**src/rtl/dff_bank_arbiter.sv**
```systemverilog
// Round-robin write arbiter for a shared DFF register bank with q/qb outputs.
// Optional DFF_ARB_WRCOUNT_EN adds write and abort counters.
module dff_bank_arbiter #(
  parameter int NREQ = 4,
  parameter int WIDTH = 8,
  localparam int IDW = $clog2(NREQ)
) (
  input  logic                  clk,
  input  logic                  reset,
  input  logic [NREQ-1:0]       req,
  input  logic [NREQ*WIDTH-1:0] wdata,
  output logic [NREQ-1:0]       gnt,
  output logic [NREQ-1:0]       ack,
  output logic [WIDTH-1:0]      q,
  output logic [WIDTH-1:0]      qb,
  output logic                  busy,
  output logic [IDW-1:0]        owner
`ifdef DFF_ARB_WRCOUNT_EN
  ,
  output logic [15:0]           wr_count,
  output logic [7:0]            abort_count
`endif
);

  typedef enum logic [1:0] {
    IDLE,
    GRANT,
    WRITE,
    ACK
  } state_t;

  localparam logic [NREQ-1:0] ONE = NREQ'(1);

  state_t          state;
  logic [IDW-1:0]  win;
  logic [IDW-1:0]  k;
  logic            found;
  logic [NREQ-1:0] win_oh;
  logic [NREQ-1:0] own_oh;

  // First requester after the last owner, wrapping modulo NREQ.
  always_comb begin
    win   = owner;
    found = 1'b0;
    k     = '0;
    for (int i = 1; i <= NREQ; i++) begin
      k = IDW'((int'(owner) + i) % NREQ);
      if (!found && req[k]) begin
        found = 1'b1;
        win   = k;
      end
    end
  end

  assign win_oh = ONE << win;
  assign own_oh = ONE << owner;
  assign qb     = ~q;
  assign busy   = (state != IDLE);

  always_ff @(posedge clk) begin
    if (reset) begin
      state <= IDLE;
      gnt   <= '0;
      ack   <= '0;
      q     <= '0;
      owner <= IDW'(NREQ - 1);
`ifdef DFF_ARB_WRCOUNT_EN
      wr_count    <= '0;
      abort_count <= '0;
`endif
    end else begin
      ack <= '0;
      unique case (state)
        IDLE: begin
          if (found) begin
            state <= GRANT;
            gnt   <= win_oh;
            owner <= win;
          end
        end
        GRANT: begin
          if (req[owner]) begin
            state <= WRITE;
          end else begin
            // Abort keeps owner so the pointer still moves past it.
            state <= IDLE;
            gnt   <= '0;
`ifdef DFF_ARB_WRCOUNT_EN
            if (abort_count != 8'hFF)
              abort_count <= abort_count + 8'd1;
`endif
          end
        end
        WRITE: begin
          q     <= wdata[int'(owner)*WIDTH +: WIDTH];
          state <= ACK;
          gnt   <= '0;
          ack   <= own_oh;
        end
        ACK: begin
          state <= IDLE;
`ifdef DFF_ARB_WRCOUNT_EN
          wr_count <= wr_count + 16'd1;
`endif
        end
        default: state <= IDLE;
      endcase
    end
  end

endmodule

```
**config.mk**
```make
export PLATFORM = sky130hd
export DESIGN_NAME = dff_bank_arbiter
export DESIGN_NICKNAME = d
export VERILOG_FILES = /design/src/rtl/dff_bank_arbiter.sv
export SDC_FILE = /design/constraint.sdc
export NUM_CORES = 1
export LEC_CHECK = 0
export ABC_CLOCK_PERIOD_IN_PS = 1800
export BUFFER_PORTS_ARGS = -buffer_cell sky130_fd_sc_hd__buf_2
export CORE_ASPECT_RATIO = 0.9
export CORE_UTILIZATION = 30
export CTS_CLUSTER_DIAMETER = 80
export DETAILED_ROUTE_END_ITERATION = 6
export PLACE_DENSITY_LB_ADDON = 0.3
export SKIP_CTS_REPAIR_TIMING = 1
export SYNTH_ARGS = -nofsm -noshare
export SYNTH_HDL_FRONTEND = slang
export SYNTH_SLANG_ARGS = --single-unit
export TNS_END_PERCENT = 20
```
**constraint.sdc**
```tcl
create_clock -name clk -period 1.8 [get_ports clk]
set_input_delay 0.18 -clock clk [delete_from_list [all_inputs] [get_ports clk]]
set_output_delay 0.18 -clock clk [all_outputs]
set_load 0.05 [all_outputs]
```
==> flow_summary.json <==
{
  "avgSynthCellArea_um2": 10.33,
  "arrival_ns": 1.87,
  "die_y_um": 60.38,
  "status": "complete, no violations",
  "finalCritPeriodShare": 0.9557,
  "cp_data_required_time_ns": 1.95,
  "hold_ws_ns": 0.2831,
  "cts-root-buf": "clkbuf_8",
  "die_w_um": 66.87,
  "finalHoldViolCount": 0,
  "worstSkewPairLatency_ns": 0.26,
  "rsz0062_at_grt": "false",
  "grt_use_total": 0.1563,
  "path_buf_inv": 0,
  "syn2layout_area_growth_pct": 39.65,
  "routedWlPerCell_um": 13.23,
  "top_level_ports": 65,
  "diodes": 0,
  "tns_ns": 0,
  "ys_seq_elements": 20,
  "drt-pass1-iter-count": 4,
  "power_density_nw_per_um2": 827.0,
  "setup_viol_count_final": 0,
  "criticalPathCategory": "register to register",
  "drtIter0Drc": 53,
  "synth-simple-area-share": 0.1443,
  "yosysWarningCount": 0,
  "grt_pass1_wl_mm": 4.623,
  "drt-total-wl_mm": 2.924,
  "grt_antenna_before_repair": 0,
  "synth_fp_nets": 152,
  "p_leak_uw": 0.0007508,
  "initial_core_util": 0.3243,
  "core_um2": 3503,
  "cts_tree": "done",
  "crit_fanout": 8,
  "slowest_delay_ns": 0.55,
  "io_buffer_count": 64,
  "fmax_mhz": 581.3,
  "synthAdderAreaFrac": 0.04405,
  "drtAntennaViolNets": 0,
  "synth_top_family_by_area": "multiplexers",
  "clk_pin_slew_ns": 0.07,
  "slew-limit-headroom": 0.7006,
  "clock_tree.buffer_depth": 2,
  "final.min_clock_period_ns": 1.720,
  "synth_xor_area_frac": 0,
  "crit_family": "compound AO/OA/AOI/OAI gates",
  "slew_violations": 0,
  "min_path_type": "input port to register",
  "grt_max_degree": 21,
  "num-nets-final": 220,
  "worstSetupEndpointType": "register",
  "place_congestion": 0.7065,
  "startpoint_type": "register",
  "final_cell_mix": "64 x buf_2, 18 x dfxtp_1, 14 x nor2_1",
  "peakVddDrop_mv": 0.2795,
  "cts_sinks": 20,
  "grt_overflow": 0,
  "max-cap-violations": 0,
  "worstPathCellList": "mux4_2 -> a221oi_4 -> nor3b_1 -> a41o_1",
  "h-tree-depth": 1,
  "skew_ns": 0.001113,
  "netlist_instances": 110,
  "routed_via_density": 5.036,
  "cts_buffers": 3,
  "synth_cell_types": 26,
  "synth_area_um2": 1136,
  "vias": 1113,
  "postPlaceCellArea_um2": 1531,
  "final_common_cell": "buf_2",
  "drc": 0,
  "layout-drive-gt1-share": 0.4915,
  "die_area_um2": 4037,
  "muxShareOfSynthArea": 0.2588,
  "slowest_stage": "mux4_2",
  "ys_seq_area_frac": 0.3524,
  "tightest_slew_ns": 0.4491,
  "num_rows": 20,
  "final_cell_area_um2": 1587,
  "synth_compound_area_frac": 0.1311,
  "grt_pass1_vias": 1000,
  "place.detailed.hpwl_mm": 2.317
}
worst paths after layout:
kind | from | to | slack (ns) | cells past startpoint
setup / recovery | owner[1] | gnt[1] | 0.08 | 4
setup reg to reg | owner[1] | gnt[1] | 0.08 | 4
hold reg to reg | q[1] | q[1] | 0.52 | 2
hold / removal | reset | q[4] | 0.28 | 2
metal layers:
metal	share of wire	wire length [µm]	vias up	global-route usage
li1	-	-	527	-
met1	0.44	1273	533	0.1984
met4	0.013	37	0	0.06079
met2	0.45	1326	48	0.2554
met3	0.098	287	5	0.04135
met5	0	0	-	0
report_power, final:
part	switching [µW]	total (µW)	leakage [µW]	internal (µW)
Sequential	19.7	491	0.000162	472
Clock	144	338	0.0000288	195
Combinational	285	482	0.000560	198
stage by stage:
step / power (µW) / setup WS (ns) / std cells / util
after detailed placement: 982.2 / 0.1012 / 217 / 0.4371
final: 1312 / 0.07967 / 221 / 0.4529
after CTS: 1323 / 0.07300 / 221 / 0.4529
after floorplan: 850.0 / 0.01707 / 110 / -
after global placement: 969.8 / 0.1495 / 217 / 0.4371
after global routing: 1390 / 0.003858 / 221 / 0.4529
cells in the mapped netlist (all sizes together):
master | count | area share
a311oi | 1 | 0.0077
mux2i | 8 | 0.070
a41o | 4 | 0.035
a221o | 1 | 0.0088
o211ai | 2 | 0.013
a221oi | 2 | 0.031
o21a | 1 | 0.0066
buf | 3 | 0.013
mux2 | 1 | 0.0099
nor2b | 2 | 0.011
a21oi | 2 | 0.0088
dfxtp | 20 | 0.35
ha | 4 | 0.044
and3 | 1 | 0.0055
o21ai | 3 | 0.013
mux4 | 9 | 0.18
nor2 | 14 | 0.046
inv | 13 | 0.043
nor3b | 5 | 0.033
nand2b | 3 | 0.017
and3b | 1 | 0.0077
a21o | 1 | 0.0066
nand2 | 4 | 0.013
nor4 | 1 | 0.011
clkbuf | 4 | 0.013
area by class of cell:
type	count	area, µm²
clock buffer	4	55.05
fill	351	1917
inverter	13	48.80
multi-input combinational	70	656.9
sequential	20	405.4
tap	44	55.05
timing repair buffer	70	365.4
kinds of logic after synthesis:
logic type               count (synthesis)
multiplexers                            18
adder cells (fa/ha/maj)                  4
flip-flops                              20
AND/OR/NAND/NOR                         31
AO/OA/AOI/OAI                           17
buffers and inverters                   20
state kept, by name (all words and copies together) (netlist names), named ones only:
name   cells
state      1
gnt        4
q          8
owner      2
ack        4
Note: power is estimated with default switching activity, not from simulation.
